<file path="src/rtl/demux_1x2_16bit_reg_pkg.sv">
// Shared definitions for the registered 1-to-2 demultiplexer.
//   WIDTH_DEFAULT : default data word width
//   CNT_W_DEFAULT : default width of the per-output delivered counters
//   ROUTE_A/B     : encoding of the route select input s
package demux_1x2_16bit_reg_pkg;

  localparam int unsigned WIDTH_DEFAULT = 16;
  localparam int unsigned CNT_W_DEFAULT = 8;

  localparam logic ROUTE_A = 1'b0;
  localparam logic ROUTE_B = 1'b1;

endpackage : demux_1x2_16bit_reg_pkg

</file>
<file path="src/rtl/demux_1x2_16bit_reg_if.sv">
// Bus interface of the demultiplexer.
//   Input side : E, s, in_valid, in_data (driven by producer), in_ready (to producer)
//   Output A   : a_valid, a_data, a_count (to consumer A), a_ready (from consumer A)
//   Output B   : b_valid, b_data, b_count (to consumer B), b_ready (from consumer B)
// Modport slave is taken by the demultiplexer, master by the surrounding
// environment (producer plus both consumers).
interface demux_1x2_16bit_reg_if #(
  parameter int unsigned WIDTH = 16,
  parameter int unsigned CNT_W = 8
);

  logic             E;
  logic             s;
  logic             in_valid;
  logic [WIDTH-1:0] in_data;
  logic             in_ready;

  logic             a_valid;
  logic [WIDTH-1:0] a_data;
  logic             a_ready;
  logic [CNT_W-1:0] a_count;

  logic             b_valid;
  logic [WIDTH-1:0] b_data;
  logic             b_ready;
  logic [CNT_W-1:0] b_count;

  modport slave (
    input  E, s, in_valid, in_data, a_ready, b_ready,
    output in_ready, a_valid, a_data, a_count, b_valid, b_data, b_count
  );

  modport master (
    output E, s, in_valid, in_data, a_ready, b_ready,
    input  in_ready, a_valid, a_data, a_count, b_valid, b_data, b_count
  );

endinterface : demux_1x2_16bit_reg_if

</file>
<file path="src/rtl/demux_1x2_16bit_reg_out_slot.sv">
// One-entry registered output slot with valid/ready handshake and a
// delivered-word counter.
//   clk, rst   : clock, synchronous active-high reset
//   load       : write load_data into the slot this cycle (only when free)
//   load_data  : word to store
//   ready      : consumer takes the held word this cycle
//   free       : slot can take a new word this cycle (empty, or draining now)
//   valid/data : held word and its valid flag
//   count      : words delivered, wrapping modulo 2^CNT_W
module demux_1x2_16bit_reg_out_slot #(
  parameter int unsigned WIDTH = 16,
  parameter int unsigned CNT_W = 8
) (
  input  logic             clk,
  input  logic             rst,
  input  logic             load,
  input  logic [WIDTH-1:0] load_data,
  input  logic             ready,
  output logic             free,
  output logic             valid,
  output logic [WIDTH-1:0] data,
  output logic [CNT_W-1:0] count
);

  logic             valid_q, valid_d;
  logic [WIDTH-1:0] data_q,  data_d;
  logic [CNT_W-1:0] count_q, count_d;
  logic             take_s;

  // A ready seen while empty is ignored because take requires valid.
  assign take_s = valid_q & ready;
  assign free   = ~valid_q | ready;

  // Next-state: load wins over drain so a drain-and-refill keeps the slot full.
  always_comb begin
    valid_d = valid_q;
    data_d  = data_q;
    count_d = count_q;
    if (load) begin
      valid_d = 1'b1;
      data_d  = load_data;
    end else if (take_s) begin
      valid_d = 1'b0;
    end else begin
      valid_d = valid_q;
    end
    if (take_s) begin
      count_d = count_q + CNT_W'(1);
    end else begin
      count_d = count_q;
    end
  end

  // Slot state registers; data is deliberately not cleared on drain.
  always_ff @(posedge clk) begin
    if (rst) begin
      valid_q <= 1'b0;
      data_q  <= {WIDTH{1'b0}};
      count_q <= {CNT_W{1'b0}};
    end else begin
      valid_q <= valid_d;
      data_q  <= data_d;
      count_q <= count_d;
    end
  end

  assign valid = valid_q;
  assign data  = data_q;
  assign count = count_q;

endmodule : demux_1x2_16bit_reg_out_slot

</file>
<file path="src/rtl/demux_1x2_16bit_reg.sv">
// Registered 1-to-2 demultiplexer. Each accepted input word is steered by s
// into output slot A (s=0) or B (s=1); each slot holds one word behind a
// valid/ready handshake so a stalled branch never blocks or corrupts the other.
//   clk, rst : clock, synchronous active-high reset
//   bus      : slave modport carrying the input handshake, both output
//              handshakes and the per-output delivered counters
module demux_1x2_16bit_reg
  import demux_1x2_16bit_reg_pkg::*;
#(
  parameter int unsigned WIDTH = WIDTH_DEFAULT,
  parameter int unsigned CNT_W = CNT_W_DEFAULT
) (
  input  logic                  clk,
  input  logic                  rst,
  demux_1x2_16bit_reg_if.slave  bus
);

  logic a_free_s, b_free_s;
  logic in_ready_s, accept_s;
  logic load_a_s, load_b_s;

  // Steering: readiness looks only at the selected slot, never at in_valid.
  always_comb begin
    in_ready_s = 1'b0;
    load_a_s   = 1'b0;
    load_b_s   = 1'b0;
    if (bus.E) begin
      case (bus.s)
        ROUTE_A: in_ready_s = a_free_s;
        ROUTE_B: in_ready_s = b_free_s;
        default: in_ready_s = 1'b0;
      endcase
    end else begin
      in_ready_s = 1'b0;
    end
    accept_s = bus.in_valid & in_ready_s;
    if (accept_s) begin
      load_a_s = (bus.s == ROUTE_A);
      load_b_s = (bus.s == ROUTE_B);
    end else begin
      load_a_s = 1'b0;
      load_b_s = 1'b0;
    end
  end

  assign bus.in_ready = in_ready_s;

  demux_1x2_16bit_reg_out_slot #(
    .WIDTH (WIDTH),
    .CNT_W (CNT_W)
  ) u_slot_a (
    .clk       (clk),
    .rst       (rst),
    .load      (load_a_s),
    .load_data (bus.in_data),
    .ready     (bus.a_ready),
    .free      (a_free_s),
    .valid     (bus.a_valid),
    .data      (bus.a_data),
    .count     (bus.a_count)
  );

  demux_1x2_16bit_reg_out_slot #(
    .WIDTH (WIDTH),
    .CNT_W (CNT_W)
  ) u_slot_b (
    .clk       (clk),
    .rst       (rst),
    .load      (load_b_s),
    .load_data (bus.in_data),
    .ready     (bus.b_ready),
    .free      (b_free_s),
    .valid     (bus.b_valid),
    .data      (bus.b_data),
    .count     (bus.b_count)
  );

endmodule : demux_1x2_16bit_reg

</file>
<file path="src/flat_wrapper.sv">
// flat-port wrapper written by rule: the top's interface ports become plain ports
module demux_1x2_16bit_reg_flat import demux_1x2_16bit_reg_pkg::*;
#(
  parameter int unsigned WIDTH = WIDTH_DEFAULT,
  parameter int unsigned CNT_W = CNT_W_DEFAULT
)
  (clk, rst, bus_E, bus_s, bus_in_valid, bus_in_data, bus_a_ready, bus_b_ready, bus_in_ready, bus_a_valid, bus_a_data, bus_a_count, bus_b_valid, bus_b_data, bus_b_count);
  demux_1x2_16bit_reg_if #(.WIDTH(WIDTH), .CNT_W(CNT_W)) bus_i ();
  input  logic clk;
  input  logic rst;
  input wire logic [$bits(bus_i.E)-1:0] bus_E;
  input wire logic [$bits(bus_i.s)-1:0] bus_s;
  input wire logic [$bits(bus_i.in_valid)-1:0] bus_in_valid;
  input wire logic [$bits(bus_i.in_data)-1:0] bus_in_data;
  input wire logic [$bits(bus_i.a_ready)-1:0] bus_a_ready;
  input wire logic [$bits(bus_i.b_ready)-1:0] bus_b_ready;
  output wire logic [$bits(bus_i.in_ready)-1:0] bus_in_ready;
  output wire logic [$bits(bus_i.a_valid)-1:0] bus_a_valid;
  output wire logic [$bits(bus_i.a_data)-1:0] bus_a_data;
  output wire logic [$bits(bus_i.a_count)-1:0] bus_a_count;
  output wire logic [$bits(bus_i.b_valid)-1:0] bus_b_valid;
  output wire logic [$bits(bus_i.b_data)-1:0] bus_b_data;
  output wire logic [$bits(bus_i.b_count)-1:0] bus_b_count;
  assign bus_i.E = bus_E;
  assign bus_i.s = bus_s;
  assign bus_i.in_valid = bus_in_valid;
  assign bus_i.in_data = bus_in_data;
  assign bus_i.a_ready = bus_a_ready;
  assign bus_i.b_ready = bus_b_ready;
  assign bus_in_ready = bus_i.in_ready;
  assign bus_a_valid = bus_i.a_valid;
  assign bus_a_data = bus_i.a_data;
  assign bus_a_count = bus_i.a_count;
  assign bus_b_valid = bus_i.b_valid;
  assign bus_b_data = bus_i.b_data;
  assign bus_b_count = bus_i.b_count;
  demux_1x2_16bit_reg #(.WIDTH(WIDTH), .CNT_W(CNT_W)) u_core (.clk(clk), .rst(rst), .bus(bus_i));
endmodule
</file>
<file path="config.mk">
export PLATFORM = sky130hd
export DESIGN_NAME = demux_1x2_16bit_reg_flat
export DESIGN_NICKNAME = d
export VERILOG_FILES = /design/src/rtl/demux_1x2_16bit_reg_pkg.sv /design/src/rtl/demux_1x2_16bit_reg_if.sv /design/src/rtl/demux_1x2_16bit_reg_out_slot.sv /design/src/rtl/demux_1x2_16bit_reg.sv /design/src/flat_wrapper.sv
export SDC_FILE = /design/constraint.sdc
export NUM_CORES = 1
export LEC_CHECK = 0
export BUFFER_PORTS_ARGS = -buffer_cell sky130_fd_sc_hd__clkbuf_2
export CORE_ASPECT_RATIO = 1.1
export CORE_MARGIN = 1
export CORE_UTILIZATION = 51
export DETAILED_ROUTE_END_ITERATION = 10
export PLACE_DENSITY = 0.89
export SYNTH_ARGS = -nofsm -noshare
export SYNTH_HDL_FRONTEND = slang
export SYNTH_HIERARCHICAL = 1
export SYNTH_SLANG_ARGS = --single-unit
</file>
<file path="constraint.sdc">
create_clock -name clk -period 2.1 [get_ports clk]
set_input_delay 0.21 -clock clk [delete_from_list [all_inputs] [get_ports clk]]
set_output_delay 0.21 -clock clk [all_outputs]
set_load 0.005 [all_outputs]
</file>
[Word level (Yosys, flattened, before mapping)]
Cells that the tools add are included.
Widths: inputs -> output; s select.
Cells by class
  bitwise gates (word level): 8
  add/sub/neg operators: 2
  muxes and demuxes: 8
  reductions and logical operators: 2
Operators with widths (count)
  $add 8x1->8 const B: 2
  $mux 1: 7
  $reduce_bool 2->1: 2
  $and 1x1->1: 3
  $not 1->1: 3
  $or 1x1->1: 2
  $pmux 1 s2: 1
Storage, ports and cells
  output and inout port bits: 51
  register bits: 50
  logic and storage cells: 26

[Logic depth before layout (Yosys ltp)]
Gate-level depths: netlist of run 1.
  word-level depth: 7
  mapped depth: 7

[Hierarchy]
The synthesis of run 1 kept the hierarchy.
Modules (own cells, without submodules)
  demux_1x2_16bit_reg_out_slot: area an instance 945.9 um^2, cells each 97, times used 2, seq. area each 500.5 um^2
  demux_1x2_16bit_reg: area an instance 40.0 um^2, cells each 6, times used 1, seq. area each 0.0 um^2

[Least setup slack after synthesis of run 1]
Ideal clock, no wire load.
  path kind: register to register
  start: register u_core.u_slot_a.valid_q, in the netlist u_core/u_slot_a/valid
  end: register u_core.u_slot_a.data_q[10], in the netlist u_core/u_slot_a/data[10]
  arrival: 1361 ps
  path slack: 611 ps
  clock period less this slack: 1489 ps
  path buffers: 2
  stages on the path, launching flop included: 8
  data required time: 1972 ps
  cells stage by stage: dfxtp_1 nand2b_1 nand2b_4 nor2_1 buf_2 buf_2 mux2i_1 nor2_1
On the way
  longest elaborated chain between the ends: 6
Ends and longest elaborated chain
  start: declaration: RTL line demux_1x2_16bit_reg_out_slot.sv:25  | logic valid_q, valid_d;
  start signal: assignment: RTL line demux_1x2_16bit_reg_out_slot.sv:61  | valid_q <= valid_d;
  $not 1->1: RTL line demux_1x2_16bit_reg_out_slot.sv:32  | assign free = ~valid_q | ready;
  $or 1x1->1: RTL line demux_1x2_16bit_reg_out_slot.sv:32
  net u_core.a_free_s: RTL line demux_1x2_16bit_reg.sv:18  | logic a_free_s, b_free_s;
  $pmux 1 s2: RTL line demux_1x2_16bit_reg.sv:28  | case (bus.s)
  $mux 1: RTL line demux_1x2_16bit_reg.sv:27  | if (bus.E) begin
  $and 1x1->1: RTL line demux_1x2_16bit_reg.sv:36  | accept_s = bus.in_valid & in_ready_s;
  $mux 1: RTL line demux_1x2_16bit_reg.sv:37  | if (accept_s) begin
  net u_core.load_a_s: RTL line demux_1x2_16bit_reg.sv:20  | logic load_a_s, load_b_s;
  end signal: assignment: RTL line demux_1x2_16bit_reg_out_slot.sv:58  | data_q <= {WIDTH{1'b0}};
  end signal: assignment: RTL line demux_1x2_16bit_reg_out_slot.sv:62  | data_q <= data_d;
  end: declaration: RTL line demux_1x2_16bit_reg_out_slot.sv:26  | logic [WIDTH-1:0] data_q, data_d;
The timed path passes the listed nets, and every way through them passes these cells.
A chain may end at the register's enable or synchronous reset.

[Worst setup path after layout of run 1]
  start: register u_core.u_slot_b.count_q[0], in the netlist u_core/u_slot_b/count[0]
  end: register u_core.u_slot_b.count_q[6], in the netlist u_core/u_slot_b/count[6]
On the way
  longest elaborated chain between the ends: 1
Ends and longest elaborated chain
  start: declaration: RTL line demux_1x2_16bit_reg_out_slot.sv:27  | logic [CNT_W-1:0] count_q, count_d;
  start signal: assignment: RTL line demux_1x2_16bit_reg_out_slot.sv:59  | count_q <= {CNT_W{1'b0}};
  start signal: assignment: RTL line demux_1x2_16bit_reg_out_slot.sv:63  | count_q <= count_d;
  $add 8x1->8: RTL line demux_1x2_16bit_reg_out_slot.sv:48  | count_d = count_q + CNT_W'(1);
No other way between the ends.

==> impl_metrics.csv, run 1 <==
group,metric,value,unit
status,status,"completed",
global_route,overflow,0,
final_layout,n_antenna_cell,0,
placement,port_buffers,73,
critical_path,end_kind,"flop",
placement,post-place-cells,318,
clocking,cts_sinks,50,
drt,viasPerCell,5.06,
yosys,syn_area,0.00193,sq mm
critical_path,path_class,"reg2reg",
clocking,clk_path_buf_depth,2,
critical_path,required,2.32,ns
sta,fin_hold_ws,0.161,ns
sta,worstMarginPinSlew,0.472,ns
clocking,root_buffer,"clkbuf_8",
sta,rsz0062_at_grt,"no",
min_path,worstHoldPathCells,3,
die,die_area,0.00404,sq mm
critical_path,cp_max_fo,5,
die,die_w,60.7,um
yosys,synthCells,200,
final_layout,finalNonFillerCells,326,
global_route,grt_pass1_wl,6180,um
drt,vias,1649,
sta,fin_skew,0.00376,ns
min_path,worstHoldPathType,"in2reg",
sta,final_max_slew_viol_count,0,
sta,slew_headroom,68.5,%
global_route,grtUsageTotal,20.7,%
final_layout,final_nets,300,
placement,dp_hpwl,2810,um
sta,tns,0,ns
global_route,grt_max_degree,27,
drt,dr.pass1.iters,4,
clocking,cts_tree,"built",
drt,post-route-drc-count,0,
sta,fin_crit,1.42,ns
yosys,synth.distinct_cells,19,
yosys,syn_avg_cell_area,9.66,sq um
die,rows,23,
pwr,p_per_area,718,mW/mm^2
clocking,htree_levels,2,
clocking,clk_latency,0.29,ns
placement,gp_congestion,0.716,
drt,post_drt_wl_per_cell,12.0,um
die,die-height,66.6,um
critical_path,cp.arrival,1.64,ns
pwr,vdd_drop_max,0.562,mV
critical_path,ff2ff_path_depth,4,
drt,dr.first_iter.drc_count,84,
clocking,clk_pin_slew,0.09,ns
yosys,yosysWarningCount,6,
yosys,ys_seq_area_share,51.8,%
clocking,ctsHoldBuffers,0,
die,core,0.00363,sq mm
global_route,grt_pass1_vias,1388,
sta,setup_viol,0,
clocking,cts_resized,0,
clocking,cts_made_buffers,5,
pwr,leakage,0.00105,uW
clocking,postCtsSetupBuffers,0,
die,start_util,53.3,%
global_route,grt_antenna_before_repair,0,
yosys,syn_nets,225,
run,maxCapViolCount,0,
final_layout,drive_gt1_share,33.3,%
critical_path,worstSetupStartpointType,"flop",
yosys,ys_ff_latch,50,
sta,hold_viol_final,0,
drt,drt_wl_total,3920,um
drt,drtAntennaViolNets,0,
sta,max_freq,705,MHz
die,pin_count,74,
final_layout,area.growth.synth_to_final,27.8,%
final_layout,nFillCells,323,
sta,period_share,67.6,%
-- cells by family (layout without fill, tap and decap cells) --
kind of cell / after synthesis / in the layout / synth area share, %
fa+ha+maj: 2 / 2 / 1.30
flops: 50 / 50 / 51.8
buf+inv: 14 / 90 / 2.98
mux: 32 / 32 / 16.6
simple gates: 73 / 73 / 17.9
compound gates: 25 / 25 / 7.58
xor+xnor: 4 / 4 / 1.81
-- worst paths after layout --
path | from | end | slack (ns)
setup reg to reg | u_core/u_slot_b/count[0]$_SDFFE_PP0P_ | u_core/u_slot_b/count[6]$_SDFFE_PP0P_ | 0.68
hold reg to reg | u_core/u_slot_a/count[7]$_SDFFE_PP0P_ | u_core/u_slot_a/count[7]$_SDFFE_PP0P_ | 0.48
setup / recovery | u_core/u_slot_b/count[0]$_SDFFE_PP0P_ | u_core/u_slot_b/count[6]$_SDFFE_PP0P_ | 0.68
hold / removal | bus_in_data[6] | u_core/u_slot_b/data[6]$_SDFFE_PP0P_ | 0.16
-- registers in the layout, indices dropped and copies added, names as in the netlist --
signal / cells
u_core/u_slot_a/count: 8
u_core/u_slot_a/data: 16
u_core/u_slot_a/valid: 1
u_core/u_slot_b/count: 8
u_core/u_slot_b/data: 16
u_core/u_slot_b/valid: 1
-- power breakdown --
group / switching (uW) / total (uW) / internal, uW / leakage (uW)
Sequential: 15.3 / 986 / 971 / 0.000405
Combinational: 69.8 / 136 / 65.9 / 0.000587
Clock: 300 / 651 / 351 / 0.0000579
Total: 385 / 1770 / 1390 / 0.00105
-- area by class of cell --
type / count / area (sq um) / area share (%)
clock buffers: 5 / 68.8 / 2.79
clock inverters: 3 / 40.0 / 1.62
inverters: 4 / 15.0 / 0.608
multi-input cells: 136 / 878 / 35.6
flip-flops and latches: 50 / 1000 / 40.5
well taps: 50 / 62.6 / 2.53
repair buffers: 78 / 403 / 16.3
-- through the flow --
stage               util, %  setup WS, ns  total power (uW)  cell area (sq um)
floorplan                 -         0.611              1080               1930
CTS                    68.1         0.679              1800               2470
detailed placement     65.1         0.728              1150               2360
global route           68.1         0.585              1850               2470
finish                 68.1         0.681              1770               2470
global placement       65.1         0.738              1140               2360
-- worst max-delay path: stages, from the launching register on --
cell,delay [ns]
dfxtp_1,0.42
ha_1,0.19
inv_1,0.06
or4_1,0.53
a21oi_1,0.15
-- routing by layer --
metal	global-route usage (%)	routed length (um)	vias to the layer above
met1	25.7	1760	747
met2	33.4	1920	62
met4	6.82	34	0
met3	6.80	202	5
met5	0	0	-
li1	-	-	835
-- cells in the mapped netlist --
| library cell | instances | share of area, % |
|---|---|---|
| o21ai_0 | 4 | 1.0 |
| or3_1 | 4 | 1.3 |
| a21oi_1 | 14 | 3.6 |
| or4_1 | 6 | 2.3 |
| nand3_2 | 2 | 1.0 |
| clkbuf_1 | 6 | 1.2 |
| inv_1 | 4 | 0.78 |
| nand2_1 | 10 | 1.9 |
| nand3_1 | 10 | 2.6 |
| nand2b_1 | 2 | 0.65 |
| a21boi_2 | 1 | 0.58 |
| xor2_1 | 4 | 1.8 |
| o31ai_1 | 6 | 2.3 |
| nor2_1 | 38 | 7.4 |
| dfxtp_1 | 50 | 52 |
| mux2i_1 | 32 | 17 |
| buf_2 | 4 | 1.0 |
| ha_1 | 2 | 1.3 |
| nand2b_4 | 1 | 0.71 |
-- layout by cell type, fill, tap and decap left out --
cell type	instances
clkbuf_2	73
dfxtp_1	50
nor2_1	36
mux2i_1	32
a21oi_1	14
nand2_1	10
nand3_1	10
o31ai_1	6
or4_1	6
clkbuf_8	5
buf_4	5
inv_1	4
o21ai_0	4
or3_1	4
xor2_1	4
clkinv_2	2
nor2_2	2
nand2b_1	2
nand3_2	2
ha_1	2
bufinv_16	1
nand2b_4	1
a21boi_2	1
Power figures use the tool's default switching activity.
==> run 2: changes to the inputs <==
--- a/config.mk
+++ b/config.mk
@@ -5,12 +5,13 @@
 export SDC_FILE = /design/constraint.sdc
 export NUM_CORES = 1
 export LEC_CHECK = 0
+export ABC_AREA = 1
 export BUFFER_PORTS_ARGS = -buffer_cell sky130_fd_sc_hd__clkbuf_2
 export CORE_ASPECT_RATIO = 1.1
 export CORE_MARGIN = 1
-export CORE_UTILIZATION = 51
+export CORE_UTILIZATION = 48
 export DETAILED_ROUTE_END_ITERATION = 10
-export PLACE_DENSITY = 0.89
+export PLACE_DENSITY = 0.84
 export SYNTH_ARGS = -nofsm -noshare
 export SYNTH_HDL_FRONTEND = slang
 export SYNTH_HIERARCHICAL = 1
==> constraint.sdc (replaced) <==
create_clock -name clk -period 1.4 [get_ports clk]
set_input_delay 0.14 -clock clk [delete_from_list [all_inputs] [get_ports clk]]
set_output_delay 0.14 -clock clk [all_outputs]
set_load 0.005 [all_outputs]
==> impl_metrics.csv, run 2 <==
group,metric,value,unit
sta,fin_crit,1.31,ns
yosys,yosys.area.top_type,"dfxtp_1",
yosys,synth_edf_count,0,
pwr,internal-power,2280,uW
final_layout,final_cell_mix,"nor2_1, clkbuf_2, dfxtp_1",
placement,port_buffers,73,
yosys,yosys-top-cells-area,"dfxtp_1, nor2_1, o21ai_0",
clocking,cts_tree,"built",
clocking,clk_path_buf_depth,2,
die,start_util,50.4,%
critical_path,cpLargestDelayFamily,"flip-flops",
pwr,p_clk_share,41.0,%
yosys,netlist.area_leader.share,50.1,%
placement,post-place-ws,0.0853,ns
die,pin_count,74,
pwr,p_per_area,1120,mW/mm^2
sta,slew_headroom,80.6,%
yosys,syn_avg_cell_area,7.29,sq um
clocking,htree_levels,2,
critical_path,worstSetupPathDepth,4,
pwr,vdd_drop_max,0.754,mV
sta,period_share,93.2,%
sta,hold_viol_final,0,
yosys,syn_area,0.00200,sq mm
die,die-height,69.7,um
critical_path,ff2ff_path_depth,8,
run,maxCapViolCount,0,
pwr,sw_frac_of_total,21.8,%
sta,setup_viol,0,
critical_path,crit_path_frequent_cell,"nand2_1",
critical_path,cp_max_fo,2,
yosys,ys_ff_latch,50,
yosys,synth.distinct_cells,19,
status,status,"completed",
die,die_w,63.5,um
placement,gp_congestion,0.839,
critical_path,crit_chain,"nand2_1, nand2_1, a21boi_0, clkbuf_2",
pwr,p_switching,637,uW
final_layout,n_antenna_cell,0,
yosys,yosysWarningCount,6,
global_route,grt_max_degree,18,
min_path,worstHoldPathCells,3,
drt,post-route-drc-count,0,
final_layout,mostFrequentLayoutCell,"nor2_1",
clocking,cts_made_buffers,5,
min_path,worstHoldPathType,"in2reg",
sta,final_max_slew_viol_count,0,
critical_path,cp_slowest_cell,"dfxtp_1",
die,core,0.00396,sq mm
global_route,overflow,0,
clocking,clk_pin_slew,0.09,ns
global_route,grt_pass1_vias,1724,
critical_path,slowest_delay,0.32,ns
sta,setup_ws,0.0946,ns
pwr,leakage,0.00134,uW
yosys,syn_nets,299,
final_layout,nFillCells,373,
critical_path,worstSetupStartpointType,"flop",
yosys,synthTopCellsByCount,"nor2_1, dfxtp_1, o21ai_0",
sta,worstMarginPinSlew,0.291,ns
placement,dp_hpwl,3500,um
yosys,synthCells,274,
final_layout,final_nets,380,
drt,vias,1981,
sta,max_freq,766,MHz
drt,dr.pass1.iters,4,
clocking,cts_resized,0,
global_route,grt_antenna_before_repair,0,
drt,drtAntennaViolNets,0,
global_route,grtUsageTotal,21.0,%
yosys,yosysMostFrequentCell,"nor2_1",
clocking,postCtsSetupBuffers,0,
yosys,ys.flop_type,"dfxtp_1",
final_layout,area.growth.synth_to_final,30.6,%
global_route,grt_pass1_wl,7400,um
critical_path,cp_num_buf_inv,1,
clocking,clk_latency,0.30,ns
pwr,power_frac_seq,51.1,%
clocking,cts_sinks,50,
sta,fin_skew,0.00572,ns
clocking,root_buffer,"clkbuf_8",
critical_path,end_kind,"primary output",
die,die_area,0.00442,sq mm
die,rows,24,
final_layout,drive_gt1_share,28.9,%
critical_path,required,1.26,ns
yosys,synthArstFlopShare,0,%
critical_path,path_class,"reg2out",
drt,dr.first_iter.drc_count,109,
yosys,ys_seq_area_share,50.1,%
critical_path,cp.arrival,1.17,ns
pwr,power,2920,uW
clocking,ctsHoldBuffers,0,
drt,post_drt_wl_per_cell,11.4,um
drt,drt_wl_total,4650,um
pwr,combinationalPowerShare,7.9,%
drt,viasPerCell,4.86,
[run 2: area by class of cell]
class                           count  area (sq um)  share of cell area (%)
Sequential cell                    50          1000                    38.4
Multi-Input combinational cell    189           867                    33.3
Timing Repair Buffer               82           433                    16.6
Inverter                           27           104                    3.98
Clock buffer                        5          68.8                    2.64
Clock inverter                      3          68.8                    2.64
Tap cell                           52          65.1                    2.50
[run 2: cells by family after synthesis]
kind of cell	after synthesis	share of synthesized area, %
and+or+nand+nor	138	29.0
AOI/OAI and AO/OA	49	12.7
DFF	50	50.1
adders and majority gates	2	1.25
buffers and inverters	35	6.96
[run 2: worst paths after layout]
kind / startpoint / to / slack (ns)
worst max-delay path: u_core/u_slot_a/valid$_SDFFE_PP0P_ / bus_in_ready / 0.09
worst min-delay path: bus_in_data[12] / u_core/u_slot_b/data[12]$_SDFFE_PP0P_ / 0.08
worst max register to register: u_core/u_slot_a/valid$_SDFFE_PP0P_ / u_core/u_slot_b/data[14]$_SDFFE_PP0P_ / 0.14
worst min register to register: u_core/u_slot_b/valid$_SDFFE_PP0P_ / u_core/u_slot_b/valid$_SDFFE_PP0P_ / 0.50
[run 2: through the flow]
step                      instances  setup TNS, ns  utilization (%)  hold slack (ns)  area [sq um]
after floorplan                 274        -0.0795                -            0.209          2000
after global placement          400              0             62.0            0.382          2460
after detailed placement        400              0             62.0            0.390          2460
after CTS                       408              0             65.5           0.0691          2590
after global routing            408        -0.0120             65.8           0.0862          2610
final                           408              0             65.8           0.0770          2610
[run 2: power by group through the flow]
| stage | logic (uW) | clock network [uW] | registers, uW |
|---|---|---|---|
| 4_1_cts | 228 | 1220 | 1490 |
| 6_report | 230 | 1200 | 1490 |
| 2_1_floorplan | 95.1 | 0 | 1530 |
| 3_3_place_gp | 221 | 0 | 1530 |
| 5_1_grt | 258 | 1270 | 1500 |
| 3_5_place_dp | 227 | 0 | 1530 |
[run 2: layer usage]
layer	vias to the layer above	GRT usage [%]	share of wire (%)
met5	-	0	0
met4	0	6.57	1.2
met3	6	6.58	6.4
met2	57	36.1	50
met1	896	24.5	42
li1	1022	-	-
[run 2: worst min-delay path, cell delays in order]
cell      delay (ns)
clkbuf_2        0.09
nor2_1          0.04
nor2_1          0.08
==> run 3: changes to the inputs <==
--- a/config.mk
+++ b/config.mk
@@ -9,9 +9,9 @@
 export BUFFER_PORTS_ARGS = -buffer_cell sky130_fd_sc_hd__clkbuf_2
 export CORE_ASPECT_RATIO = 1.1
 export CORE_MARGIN = 1
-export CORE_UTILIZATION = 48
+export CORE_UTILIZATION = 52
 export DETAILED_ROUTE_END_ITERATION = 10
-export PLACE_DENSITY = 0.84
+export PLACE_DENSITY = 0.9
 export SYNTH_ARGS = -nofsm -noshare
 export SYNTH_HDL_FRONTEND = slang
 export SYNTH_HIERARCHICAL = 1
==> constraint.sdc (replaced) <==
create_clock -name clk -period 1.7 [get_ports clk]
set_input_delay 0.17 -clock clk [delete_from_list [all_inputs] [get_ports clk]]
set_output_delay 0.17 -clock clk [all_outputs]
set_load 0.005 [all_outputs]
==> impl_metrics.csv, run 3 (same netlist as run 2, synthesis figures left out) <==
group,metric,value,unit
status,status,"completed",
clocking,cts_resized,0,
final_layout,nFillCells,337,
final_layout,drive_gt1_share,26.4,%
clocking,ctsHoldBuffers,0,
sta,hold_viol_final,0,
clocking,clk_latency,0.30,ns
placement,gp_congestion,0.779,
pwr,leakage,0.00129,uW
critical_path,r2r-start,"u_core/u_slot_b/valid$_SDFFE_PP0P_",
sta,tns,0,ns
global_route,grt_pass1_wl,7560,um
min_path,min_to,"u_core/u_slot_a/data[13]$_SDFFE_PP0P_",
placement,place_area,0.00240,sq mm
critical_path,cp_num_buf_inv,1,
final_layout,finalNonFillerCells,399,
final_layout,stdcell_area,0.00251,sq mm
drt,vias,1995,
die,pin_count,74,
critical_path,crit_chain,"nand2_1, nand2_1, a21boi_0, clkbuf_2",
drt,dr.pass1.iters,4,
drt,viasPerCell,5.00,
clocking,cts_sinks,50,
die,core,0.00365,sq mm
clocking,htree_levels,2,
placement,port_buffers,73,
die,die_area,0.00409,sq mm
critical_path,cp_max_fo,5,
sta,setup_ws,0.315,ns
sta,worstMarginPinSlew,0.588,ns
critical_path,r2r_end,"u_core/u_slot_a/data[9]$_SDFFE_PP0P_",
sta,fin_hold_ws,0.114,ns
clocking,clk_path_buf_depth,2,
critical_path,ff2ff_path_depth,8,
die,rows,23,
clocking,postCtsSetupBuffers,0,
critical_path,cp.arrival,1.22,ns
drt,drt_wl_total,4750,um
final_layout,final_cell_mix,"nor2_1, clkbuf_2, dfxtp_1",
clocking,root_buffer,"clkbuf_8",
drt,post-route-drc-count,0,
clocking,cts_made_buffers,5,
global_route,grt_pass1_vias,1801,
final_layout,n_antenna_cell,0,
sta,rsz0062_at_grt,"no",
global_route,grt_max_degree,24,
critical_path,crit_path_frequent_cell,"nand2_1",
min_path,worstHoldStart,"bus_in_data[13]",
critical_path,cp_slowest_cell,"dfxtp_1",
placement,post-place-cells,391,
sta,period_share,81.5,%
critical_path,cpLargestDelayFamily,"flip-flops",
sta,max_freq,722,MHz
drt,post_drt_wl_per_cell,11.9,um
min_path,worstHoldPathCells,3,
clocking,cts_tree,"built",
critical_path,worstSetupStartpointType,"flop",
final_layout,final_nets,373,
sta,fin_crit,1.39,ns
final_layout,area.growth.synth_to_final,25.6,%
sta,final_max_slew_viol_count,0,
clocking,clk_pin_slew,0.08,ns
sta,setup_viol,0,
min_path,worstHoldPathType,"in2reg",
global_route,grt_antenna_before_repair,0,
run,maxCapViolCount,0,
sta,slew_headroom,60.8,%
critical_path,slowest_delay,0.35,ns
global_route,grtUsageTotal,25.1,%
drt,drtAntennaViolNets,0,
global_route,overflow,0,
die,die-height,67.0,um
pwr,vdd_drop_max,0.636,mV
placement,post-place-ws,0.374,ns
die,start_util,54.6,%
placement,dp_hpwl,3420,um
pwr,p_per_area,883,mW/mm^2
drt,dr.first_iter.drc_count,99,
critical_path,required,1.53,ns
final_layout,mostFrequentLayoutCell,"nor2_1",
critical_path,end_kind,"primary output",
critical_path,path_class,"reg2out",
sta,fin_skew,0.00348,ns
die,die_w,61.1,um
critical_path,reg2reg_slack,0.37,ns
## run 3: cell types whose count changed in the layout (fill, tap and decap cells not counted)
cell       before  now
nor2_2          3    2
inv_4           1    0
inv_2           1    2
bufinv_16       2    1
clkbuf_1        0    2
nor2_1         82   84
nor2_4          3    2
buf_4           9    2
clkinv_4        1    0
## run 3: layer usage
metal,routed length (um),global-route usage (%)
met2,2320,41.3
met3,325,6.80
met1,1980,29.3
met5,0,0
met4,121,12.2
## run 3: power by group
group	total, uW	internal (uW)	switching [uW]
clock network	806	440	366
registers	1230	1210	22.8
logic	176	73.5	103
total	2210	1720	492
## run 3: worst max path at each step
| stage | start | endpoint | slack (ns) | cells past startpoint |
|---|---|---|---|---|
| after floorplan | u_core/u_slot_b/valid$_SDFFE_PP0P_ | u_core/u_slot_a/data[0]$_SDFFE_PP0P_ | 0.30 | 9 |
| after global placement | u_core/u_slot_b/valid$_SDFFE_PP0P_ | u_core/u_slot_a/data[6]$_SDFFE_PP0P_ | 0.43 | 8 |
| after detailed placement | u_core/u_slot_b/valid$_SDFFE_PP0P_ | u_core/u_slot_a/data[9]$_SDFFE_PP0P_ | 0.37 | 8 |
| after CTS | u_core/u_slot_b/valid$_SDFFE_PP0P_ | bus_in_ready | 0.32 | 4 |
| after global routing | u_core/u_slot_b/valid$_SDFFE_PP0P_ | u_core/u_slot_b/data[3]$_SDFFE_PP0P_ | 0.18 | 8 |
| final | u_core/u_slot_b/valid$_SDFFE_PP0P_ | bus_in_ready | 0.31 | 4 |
## run 3: final cells by class
type                    count  area (sq um)  share of cell area (%)
inverters                  27           101                    4.04
repair buffers             75           380                    15.2
well taps                  50          62.6                    2.49
flip-flops and latches     50          1000                    39.9
multi-input cells         189           857                    34.2
clock inverters             1          30.0                    1.20
clock buffers               7          76.3                    3.04
## run 3: metrics by stage
| step | total power [uW] | utilization, % |
|---|---|---|
| final | 2210 | 68.6 |
| after global routing | 2310 | 68.6 |
| after CTS | 2230 | 68.6 |
| after detailed placement | 1430 | 65.7 |
| after global placement | 1430 | 65.7 |
| after floorplan | 1340 | - |
## run 3: worst min-delay path, delay by kind of cell
kind | cells | cell delay, ns
buf+inv | 1 | 0.09
simple gates | 2 | 0.12
